===== config.mk =====
export PLATFORM = sky130hd
export DESIGN_NAME = serial_tx
export DESIGN_NICKNAME = d
export VERILOG_FILES = /design/src/rtl/serial_pkg.sv /design/src/rtl/serial_tx_bit_timer.sv /design/src/rtl/serial_tx.sv
export SDC_FILE = /design/constraint.sdc
export NUM_CORES = 1
export LEC_CHECK = 0
export CORE_MARGIN = 2
export CORE_UTILIZATION = 40
export DETAILED_ROUTE_END_ITERATION = 7
export GPL_ROUTABILITY_DRIVEN = 1
export PLACE_DENSITY = 0.62
export RECOVER_POWER = 100
export SLEW_MARGIN = 20
export SYNTH_ARGS = -nofsm -noshare
export SYNTH_HDL_FRONTEND = slang
export SYNTH_SLANG_ARGS = --single-unit

===== constraint.sdc =====
create_clock -name clk -period 1.8 [get_ports clk]
set_clock_uncertainty 0.15 [all_clocks]
set_input_delay 0.45 -clock clk [delete_from_list [all_inputs] [get_ports clk]]
set_output_delay 0.45 -clock clk [all_outputs]
set_load 0.01 [all_outputs]

===== src/rtl/serial_pkg.sv =====
// Shared types and default parameters for the serial transmitter slice.
package serial_pkg;

  typedef enum logic [1:0] {
    IDLE  = 2'd0,
    START = 2'd1,
    DATA  = 2'd2,
    STOP  = 2'd3
  } tx_state_t;

  localparam int DEFAULT_DATA_WIDTH   = 8;
  localparam int DEFAULT_CLKS_PER_BIT = 4;

endpackage


===== src/rtl/serial_tx_bit_timer.sv =====
// Per-bit cycle counter: bit_done marks the final clock of every serial bit
// while enabled, and the count restarts at zero for the next bit.
module bit_timer
  import serial_pkg::*;
#(
  parameter int CLKS_PER_BIT = DEFAULT_CLKS_PER_BIT
) (
  input  logic clk,
  input  logic rst_n,
  input  logic en,
  output logic bit_done
);

  localparam int CNT_W = (CLKS_PER_BIT > 1) ? $clog2(CLKS_PER_BIT) : 1;
  localparam logic [CNT_W-1:0] CNT_LAST = CNT_W'(CLKS_PER_BIT - 1);

  logic [CNT_W-1:0] cnt_q, cnt_d;

  always_comb begin
    bit_done = en && (cnt_q == CNT_LAST);
    if (!en) begin
      cnt_d = '0;
    end else if (bit_done) begin
      cnt_d = '0;
    end else begin
      cnt_d = cnt_q + CNT_W'(1);
    end
  end

  always_ff @(posedge clk) begin
    if (!rst_n) begin
      cnt_q <= '0;
    end else begin
      cnt_q <= cnt_d;
    end
  end

endmodule


===== src/rtl/serial_tx.sv =====
// UART-style serial transmitter: start bit 0, DATA_WIDTH bits LSB first,
// stop bit 1, each bit held CLKS_PER_BIT cycles; tx idles high.
module serial_tx
  import serial_pkg::*;
#(
  parameter int DATA_WIDTH   = DEFAULT_DATA_WIDTH,
  parameter int CLKS_PER_BIT = DEFAULT_CLKS_PER_BIT
) (
  input  logic                  clk,
  input  logic                  rst_n,
  input  logic                  in_valid,
  input  logic [DATA_WIDTH-1:0] in_data,
  output logic                  in_ready,
  output logic                  tx,
  output logic                  busy
);

  localparam int BIT_W = (DATA_WIDTH > 1) ? $clog2(DATA_WIDTH) : 1;
  localparam logic [BIT_W-1:0] BIT_LAST = BIT_W'(DATA_WIDTH - 1);

  tx_state_t             state_q, state_d;
  logic [DATA_WIDTH-1:0] shift_q, shift_d;
  logic [BIT_W-1:0]      bit_cnt_q, bit_cnt_d;
  logic                  tx_q, tx_d;
  logic                  busy_q, busy_d;
  logic                  bit_done;
  logic                  transfer;

  // in_ready is combinational on rst_n so it is low for the whole reset cycle
  assign in_ready = rst_n && (state_q == IDLE);
  assign transfer = in_valid && in_ready;
  assign tx       = tx_q;
  assign busy     = busy_q;

  bit_timer #(.CLKS_PER_BIT(CLKS_PER_BIT)) u_bit_timer (
    .clk      (clk),
    .rst_n    (rst_n),
    .en       (state_q != IDLE),
    .bit_done (bit_done)
  );

  always_ff @(posedge clk) begin
    if (!rst_n) begin
      state_q   <= IDLE;
      shift_q   <= '0;
      bit_cnt_q <= '0;
      tx_q      <= 1'b1;
      busy_q    <= 1'b0;
    end else begin
      state_q   <= state_d;
      shift_q   <= shift_d;
      bit_cnt_q <= bit_cnt_d;
      tx_q      <= tx_d;
      busy_q    <= busy_d;
    end
  end

  always_comb begin
    state_d = state_q;
    case (state_q)
      IDLE:    if (transfer) state_d = START; else state_d = IDLE;
      START:   if (bit_done) state_d = DATA;  else state_d = START;
      DATA:    if (bit_done && (bit_cnt_q == BIT_LAST)) state_d = STOP; else state_d = DATA;
      STOP:    if (bit_done) state_d = IDLE;  else state_d = STOP;
      default: state_d = IDLE;
    endcase
  end

  // tx_d is the value of the line for the cycle after this edge, so each
  // bit is loaded on the final cycle of the bit before it
  always_comb begin
    shift_d   = shift_q;
    bit_cnt_d = bit_cnt_q;
    tx_d      = tx_q;
    case (state_q)
      IDLE: begin
        if (transfer) begin
          shift_d   = in_data;
          bit_cnt_d = '0;
          tx_d      = 1'b0;
        end else begin
          tx_d = 1'b1;
        end
      end
      START: begin
        if (bit_done) begin
          tx_d    = shift_q[0];
          shift_d = shift_q >> 1'b1;
        end else begin
          tx_d = 1'b0;
        end
      end
      DATA: begin
        if (bit_done) begin
          if (bit_cnt_q == BIT_LAST) begin
            tx_d = 1'b1;
          end else begin
            tx_d      = shift_q[0];
            shift_d   = shift_q >> 1'b1;
            bit_cnt_d = bit_cnt_q + BIT_W'(1);
          end
        end else begin
          tx_d = tx_q;
        end
      end
      STOP:    tx_d = 1'b1;
      default: tx_d = 1'b1;
    endcase
    busy_d = (state_d != IDLE);
  end

endmodule


==> impl_metrics.env, run 1 <==
export IMPL_critPathKind="flop to flop"
export IMPL_stdcell_area_um2=1300
export IMPL_crit_chain="inv_2, buf_6, ha_4, nand2b_4, a221oi_4, buf_6, a21oi_1, a311oi_1"
export IMPL_tightest_slew_ps=249
export IMPL_finalNonFillerCells=147
export IMPL_ys_ff_latch=17
export IMPL_path_buf_inv=3
export IMPL_fmax_ghz=0.567
export IMPL_clock_latency_ps=300
export IMPL_dp_cells=140
export IMPL_vdd_drop_max_v=0.000381
export IMPL_final_fill_count=191
export IMPL_hold_viol_final=0
export IMPL_hold_path_class="flop to flop"
export IMPL_antenna_found_initial=0
export IMPL_drt_iter0_drc=8
export IMPL_cp_slowest_stage_delay_ps=350
export IMPL_cts_sinks=17
export IMPL_cts_root_buffer="clkbuf_4"
export IMPL_final_common_cell="dfxtp_1"
export IMPL_drv_cap=0
export IMPL_drt_wl_total_um=1820
export IMPL_grt_max_degree=15
export IMPL_required_ps=1870
export IMPL_wire_per_inst_um=12.4
export IMPL_cp_start_kind="flop"
export IMPL_core_um2=2190
export IMPL_path_clk_slew_ps=110
export IMPL_clk_path_buf_depth=2
export IMPL_slowest_stage="dfxtp_2"
export IMPL_slew_viol_final=0
export IMPL_yosys_area_top_type_share_pct=37.3
export IMPL_synthesis_area_um2=912
export IMPL_synth_net_count=108
export IMPL_dieArea_um2=2680
export IMPL_cts_tree="done"
export IMPL_avgSynthCellArea_um2=10.2
export IMPL_netlist_cell_type_count=29
export IMPL_fin_crit_sh_pct=98.0
export IMPL_rows=17
export IMPL_grt_use_total_pct=15.7
export IMPL_grt_ovfl_total=0
export IMPL_via_count=773
export IMPL_vias_per_cell=5.26
export IMPL_power_density_nw_per_um2=642
export IMPL_synth_warnings=0
export IMPL_grt_pass1_vias=711
export IMPL_grt_pass1_wl_um=3040
export IMPL_cpMostUsedCell="buf_6"
export IMPL_setup_viol=0
export IMPL_start_util_pct=41.6
export IMPL_multi_input_area_um2=577
export IMPL_synth_area_leaders="dfxtp_1 (37%), ha_1 (11%), mux2i_1 (11%)"
export IMPL_arrival_ps=1830
export IMPL_area_growth_pct=42.7
export IMPL_slew_headroom_pct=83.4
export IMPL_pin_count=14
export IMPL_drive_gt1_share_pct=34.5
export IMPL_layout_common_cells="dfxtp_1 (15), mux2i_1 (10), clkdlybuf4s50_1 (10), buf_4 (10)"
export IMPL_antennaDiodeCount=0
export IMPL_synth_yosys_seq_area_share_pct=37.3
export IMPL_ant_nets=0
export IMPL_leakage_uw=0.000524
export IMPL_final_util_pct=59.4
export IMPL_die_h_um=51.8
export IMPL_seq_area_um2=343
export IMPL_place_hpwl_um=1320
export IMPL_die_w_um=51.8
export IMPL_placed_area_um2=1180
export IMPL_cts_made_buffers=3
export IMPL_cts_max_level=1
export IMPL_fin_crit_ps=1760
export IMPL_critPathMaxFanout=7
export IMPL_status="completed"
export IMPL_rsz0062_at_grt="yes"
export IMPL_numPortBuffers=13
export IMPL_globalplace_congestion=0.846
export IMPL_yosys_area_top_type="dfxtp_1"
export IMPL_final_nets=139
export IMPL_drc=0
export IMPL_drt_first_pass_iters=4
export IMPL_synth_cells=89
export IMPL_end_kind="flop"
export IMPL_cp_top_family="compound AO/OA/AOI/OAI gates"
## metrics by stage
step                      hold slack [ps]  setup TNS (ps)  total power [µW]  setup WS, ps
after global placement                266           -3660               593          -524
after floorplan                       257               0               526          14.2
after detailed placement              277           -4090               597          -541
final                                 286               0               835          35.5
after global routing                  305            -412               877         -74.1
after CTS                             293           -5.90               827         -5.90
## power by group
group	internal (µW)	switching, µW
logic	122	78.1
clock network	83.0	136
registers	403	13.3
## Yosys cell counts, drive strengths merged
cell type / count
nand2: 3
dfxtp: 17
o22ai: 1
or2b: 1
nor3b: 1
a311oi: 8
and4bb: 1
and2: 1
a21oi: 10
a211o: 1
a22oi: 2
a21o: 1
inv: 4
mux2i: 10
nor3: 3
nor2: 3
nand2b: 1
and4: 1
clkbuf: 1
nand3: 2
nand3b: 2
ha: 8
o21ai: 1
a221oi: 1
or2: 1
buf: 4
## area by class of cell
class                           instances  share of cell area [%]
Inverter                                4                    1.15
Timing Repair Buffer                   31                    23.4
Clock inverter                          1                   0.385
Sequential cell                        17                    26.3
Multi-Input combinational cell         63                    44.3
Tap cell                               28                    2.69
Clock buffer                            3                    1.73
## path summary, 6_finish.rpt
| check | start | depth (start not counted) | to | slack (ps) |
|---|---|---|---|---|
| worst min-delay path | u_bit_timer.cnt_q[0] | 1 | u_bit_timer.cnt_q[0] | 290 |
| worst min register to register | u_bit_timer.cnt_q[0] | 1 | u_bit_timer.cnt_q[0] | 290 |
| worst max register to register | state_q[1] | 8 | shift_q[5] | 40 |
| worst max-delay path | state_q[1] | 8 | shift_q[5] | 40 |
## logic make-up after synthesis
group,after synthesis,share of synthesized area (%)
multiplexers,10,11.0
adder cells (fa/ha/maj),8,11.0
AO/OA/AOI/OAI,25,20.7
buffers and inverters,9,5.48
flip-flops,17,37.3
AND/OR/NAND/NOR,20,14.5
## sequential cells by signal, indices dropped and copies added (netlist names)
register           cells
busy                   1
bit_cnt_q              3
tx                     1
u_bit_timer.cnt_q      2
shift_q                8
state_q                2
## what timing repair did
| item | in CTS | in global routing |
|---|---|---|
| buffers inserted | 2 | 1 |
| pin swaps | 9 | 8 |
| resized for setup | 13 | 13 |
| endpoints found under the setup margin | 11 | 13 |
| hold endpoints to repair | 0 | 0 |
| hold buffers | 0 | 0 |
## routing by layer
layer | global-route usage, % | vias to the layer above | wire [µm]
li1 | - | 395 | -
met1 | 19.9 | 359 | 860
met2 | 24.6 | 14 | 856
met3 | 2.59 | 5 | 53
met4 | 10.5 | 0 | 46
met5 | 0 | - | 0
Power figures use the tool's default switching activity.
==> run 2, diff against run 1 <==
Settings changed: RECOVER_POWER 100 to not set.
==> impl_metrics.env, run 2 (synthesized netlist as in run 1, its figures left out) <==
export IMPL_cts_made_buffers=3
export IMPL_setup_viol=0
export IMPL_top_register="shift_q"
export IMPL_final_nets=139
export IMPL_seq_area_um2=343
export IMPL_rsz0062_at_grt="yes"
export IMPL_clk_path_buf_depth=2
export IMPL_vdd_drop_max_v=0.000380
export IMPL_drt_first_pass_iters=4
export IMPL_largest_reg_flops=8
export IMPL_fmax_ghz=0.567
export IMPL_drive_gt1_share_pct=34.5
export IMPL_final_util_pct=59.5
export IMPL_final_fill_count=190
export IMPL_grt_pass1_vias=711
export IMPL_via_count=778
export IMPL_cts_root_buffer="clkbuf_4"
export IMPL_wl_met3_um=60
export IMPL_start_util_pct=41.6
export IMPL_cp_start_kind="flop"
export IMPL_hold_viol_final=0
export IMPL_grt_pass1_wl_um=3040
export IMPL_required_ps=1870
export IMPL_critPathMaxFanout=7
export IMPL_slew_headroom_pct=83.4
export IMPL_tightest_slew_ps=249
export IMPL_vias_per_cell=5.29
export IMPL_antenna_found_initial=0
export IMPL_reg_top3="shift_q (8), bit_cnt_q (3)"
export IMPL_drc=0
export IMPL_core_um2=2190
export IMPL_drt_iter0_drc=8
export IMPL_finalNonFillerCells=147
export IMPL_place_hpwl_um=1320
export IMPL_dp_cells=140
export IMPL_area_growth_pct=42.9
export IMPL_ant_nets=0
export IMPL_wl_met2_um=851
export IMPL_cts_tree="done"
export IMPL_clock_latency_ps=300
export IMPL_critPathKind="flop to flop"
export IMPL_hold_path_class="flop to flop"
export IMPL_rows=17
export IMPL_grt_max_degree=15
export IMPL_fin_crit_ps=1760
export IMPL_path_clk_slew_ps=110
export IMPL_cts_sinks=17
export IMPL_routed_top_layer="met4"
export IMPL_wl_met1_um=861
export IMPL_multi_input_area_um2=577
export IMPL_globalplace_congestion=0.846
export IMPL_drt_wl_total_um=1820
export IMPL_wire_per_inst_um=12.4
export IMPL_dieArea_um2=2680
export IMPL_die_h_um=51.8
export IMPL_arrival_ps=1830
export IMPL_numPortBuffers=13
export IMPL_die_w_um=51.8
export IMPL_grt_ovfl_total=0
export IMPL_drv_cap=0
export IMPL_layout_common_cells="dfxtp_1 (15), mux2i_1 (10), clkdlybuf4s50_1 (10), buf_4 (10)"
export IMPL_antennaDiodeCount=0
export IMPL_pin_count=14
export IMPL_slew_viol_final=0
export IMPL_status="completed"
export IMPL_tns_ps=0
export IMPL_final_common_cell="dfxtp_1"
export IMPL_ff2ff_setup_slack_ps=40
export IMPL_power_density_nw_per_um2=640
export IMPL_leakage_uw=0.000526
export IMPL_cts_max_level=1
export IMPL_grt_use_total_pct=15.7
export IMPL_end_kind="flop"
export IMPL_fin_crit_sh_pct=98.0
## run 2: cell count changes in the layout (fill, tap and decap cells not counted)
cell	previous run	this run
clkdlybuf4s25_1	1	0
dlymetal6s2s_1	0	1
## run 2: what timing repair did
item                       4_1_cts  5_1_grt
gates resized for setup         13       13
buffers inserted                 2        1
setup endpoints to repair       11       13
pin swaps                        9        8
hold buffers                     0        0
## run 2: final cells by class
class,count,area share [%]
well taps,28,2.69
multi-input cells,63,44.2
flip-flops and latches,17,26.3
repair buffers,31,23.5
clock inverters,1,0.384
clock buffers,3,1.73
inverters,4,1.15
## run 2: through the flow
stage / setup slack [ps] / power [µW] / hold slack [ps] / area (µm²)
after floorplan: 14.2 / 526 / 257 / 928
after global placement: -524 / 593 / 266 / 1180
after detailed placement: -541 / 597 / 277 / 1180
after CTS: -5.90 / 827 / 293 / 1240
after global routing: -74.1 / 877 / 305 / 1300
final: 36.5 / 835 / 286 / 1300
## run 2: power by group
group	internal, µW	leakage [µW]	switching [µW]
combinational	122	0.000368	78.1
clock	83.0	0.0000177	135
sequential	403	0.000140	13.2
## run 2: critical path, stage by stage (launching register included)
cell	delay [ps]
dfxtp_2	350
inv_2	50
buf_6	110
ha_4	160
nand2b_4	160
a221oi_4	270
buf_6	160
a21oi_1	60
a311oi_1	200
## run 2: layer usage
| metal | track usage, % | vias up |
|---|---|---|
| met5 | 0 | - |
| met2 | 24.6 | 18 |
| met4 | 10.5 | 0 |
| met1 | 19.9 | 360 |
| li1 | - | 395 |
| met3 | 2.59 | 5 |
## run 2: path summary, 6_finish.rpt
| check | startpoint | end | depth (start not counted) |
|---|---|---|---|
| hold / removal | u_bit_timer.cnt_q[0] | u_bit_timer.cnt_q[0] | 1 |
| setup reg to reg | state_q[1] | shift_q[4] | 8 |
| hold reg to reg | u_bit_timer.cnt_q[0] | u_bit_timer.cnt_q[0] | 1 |
| setup / recovery | state_q[1] | shift_q[4] | 8 |
==> run 3, diff against run 2 <==
Settings changed: PLACE_DENSITY 0.62 to 0.59.
Clock period 1.8 ns to 1.85 ns, I/O delays scaled along.
==> impl_metrics.env, run 3 (synthesized netlist as in run 1, its figures left out) <==
export IMPL_status="completed"
export IMPL_core_um2=2190
export IMPL_dpl_worst_slack_ps=-394
export IMPL_pin_count=14
export IMPL_start_util_pct=41.6
export IMPL_crit_chain="inv_4, ha_4, and2_2, buf_2"
export IMPL_critPathKind="flop to output pin"
export IMPL_cp_start_kind="flop"
export IMPL_grt_use_total_pct=15.7
export IMPL_die_w_um=51.8
export IMPL_fmax_ghz=0.557
export IMPL_drt_iter0_drc=13
export IMPL_final_nets=137
export IMPL_setup_ws_ps=55.8
export IMPL_cp_slowest_stage_delay_ps=370
export IMPL_fin_crit_sh_pct=97.0
export IMPL_power_density_nw_per_um2=650
export IMPL_fin_crit_ps=1790
export IMPL_drive_gt1_share_pct=29.9
export IMPL_rsz0062_at_grt="yes"
export IMPL_hold_viol_final=0
export IMPL_cts_made_buffers=3
export IMPL_area_growth_pct=38.1
export IMPL_wire_per_inst_um=13.2
export IMPL_antennaDiodeCount=0
export IMPL_final_fill_count=199
export IMPL_cts_tree="done"
export IMPL_rows=17
export IMPL_dieArea_um2=2680
export IMPL_stdcell_area_um2=1260
export IMPL_cts_hold_buf=0
export IMPL_antenna_found_initial=0
export IMPL_leakage_uw=0.000508
export IMPL_drc=0
export IMPL_holdWs_ps=293
export IMPL_critPathMaxFanout=3
export IMPL_cp_endpoint="in_ready"
export IMPL_numPortBuffers=13
export IMPL_drv_cap=0
export IMPL_tns_ps=0
export IMPL_hold_path_class="flop to flop"
export IMPL_reg_top3="shift_q (8), bit_cnt_q (3)"
export IMPL_path_clk_slew_ps=110
export IMPL_slew_headroom_pct=80.9
export IMPL_arrival_ps=1180
export IMPL_layout_common_cells="dfxtp_1 (15), buf_4 (11), mux2i_1 (10), a21oi_1 (10), clkdlybuf4s50_1 (10)"
export IMPL_cp_top_family="flip-flops"
export IMPL_required_ps=1240
export IMPL_grt_pass1_wl_um=3070
export IMPL_grt_ovfl_total=0
export IMPL_ant_nets=0
export IMPL_path_buf_inv=2
export IMPL_cp_startpoint="state_q[0]"
export IMPL_grt_pass1_vias=718
export IMPL_whs_path_depth=1
export IMPL_cts_max_level=1
export IMPL_final_common_cell="dfxtp_1"
export IMPL_vias_per_cell=5.41
export IMPL_largest_reg_flops=8
export IMPL_placed_area_um2=1160
export IMPL_grt_max_degree=16
export IMPL_cts_root_buffer="clkbuf_4"
export IMPL_tightest_slew_ps=286
export IMPL_setup_viol=0
export IMPL_top_register="shift_q"
export IMPL_crit_cells=4
export IMPL_timing_rr_start="state_q[0]"
export IMPL_cts_sinks=17
export IMPL_slew_viol_final=0
export IMPL_drt_wl_total_um=1910
export IMPL_vdd_drop_max_v=0.000483
export IMPL_r2r_end="shift_q[4]"
export IMPL_globalplace_congestion=0.737
export IMPL_via_count=785
export IMPL_reg2regPathDepth=9
export IMPL_ff2ff_setup_slack_ps=60
export IMPL_place_hpwl_um=1310
export IMPL_slowest_stage="dfxtp_2"
export IMPL_clk_path_buf_depth=2
export IMPL_drt_first_pass_iters=4
export IMPL_end_kind="output pin"
export IMPL_die_h_um=51.8
export IMPL_clock_latency_ps=290
-- run 3: metrics by stage --
stage | total power (µW) | std cells | util, %
finish | 818 | 145 | 57.5
global route | 860 | 145 | 57.5
CTS | 825 | 145 | 56.9
detailed placement | 588 | 138 | 53.2
global placement | 584 | 138 | 53.2
floorplan | 510 | 89 | -
-- run 3: layer usage --
metal / vias to the layer above / wire (µm) / track usage [%]
met4: 0 / 31 / 9.21
met2: 12 / 913 / 25.2
met5: - / 0 / 0
met3: 4 / 55 / 3.74
li1: 394 / - / -
met1: 375 / 912 / 19.1
-- run 3: worst min-delay path by stage --
stage                     slack [ps]                    to                 start
after floorplan                  260  u_bit_timer.cnt_q[0]  u_bit_timer.cnt_q[0]
after global placement           270  u_bit_timer.cnt_q[0]  u_bit_timer.cnt_q[0]
after detailed placement         280  u_bit_timer.cnt_q[0]  u_bit_timer.cnt_q[0]
after CTS                        290  u_bit_timer.cnt_q[0]  u_bit_timer.cnt_q[0]
after global routing             330  u_bit_timer.cnt_q[0]  u_bit_timer.cnt_q[0]
final                            290  u_bit_timer.cnt_q[0]  u_bit_timer.cnt_q[0]
-- run 3: cell type report --
class	count	area [µm²]	area share (%)
Tap cell	28	35.0	2.78
Inverter	4	20.0	1.59
Clock buffer	3	22.5	1.79
Sequential cell	17	343	27.2
Timing Repair Buffer	29	295	23.4
Clock inverter	1	5.00	0.397
Multi-Input combinational cell	63	539	42.8
-- run 3: timing repair --
action | in CTS | in global routing
endpoints found under the hold margin | 0 | 0
gates resized for setup | 14 | 5
pin swaps | 2 | 7
endpoints found under the setup margin | 8 | 8
gates cloned | 1 | 0
setup buffers | 2 | 0
-- run 3: worst reg2reg max path: cells and delay by family (launching register included) --
| family | cells | cell delay (ps) |
|---|---|---|
| AO/OA/AOI/OAI | 2 | 420 |
| adder cells (fa/ha/maj) | 1 | 140 |
| buffers and inverters | 5 | 540 |
| flip-flops | 1 | 350 |
| AND/OR/NAND/NOR | 1 | 90 |
-- run 3: power breakdown --
group | internal (µW) | switching [µW]
logic | 125 | 79.4
clock network | 80.5 | 127
registers | 392 | 13.7
total | 598 | 220
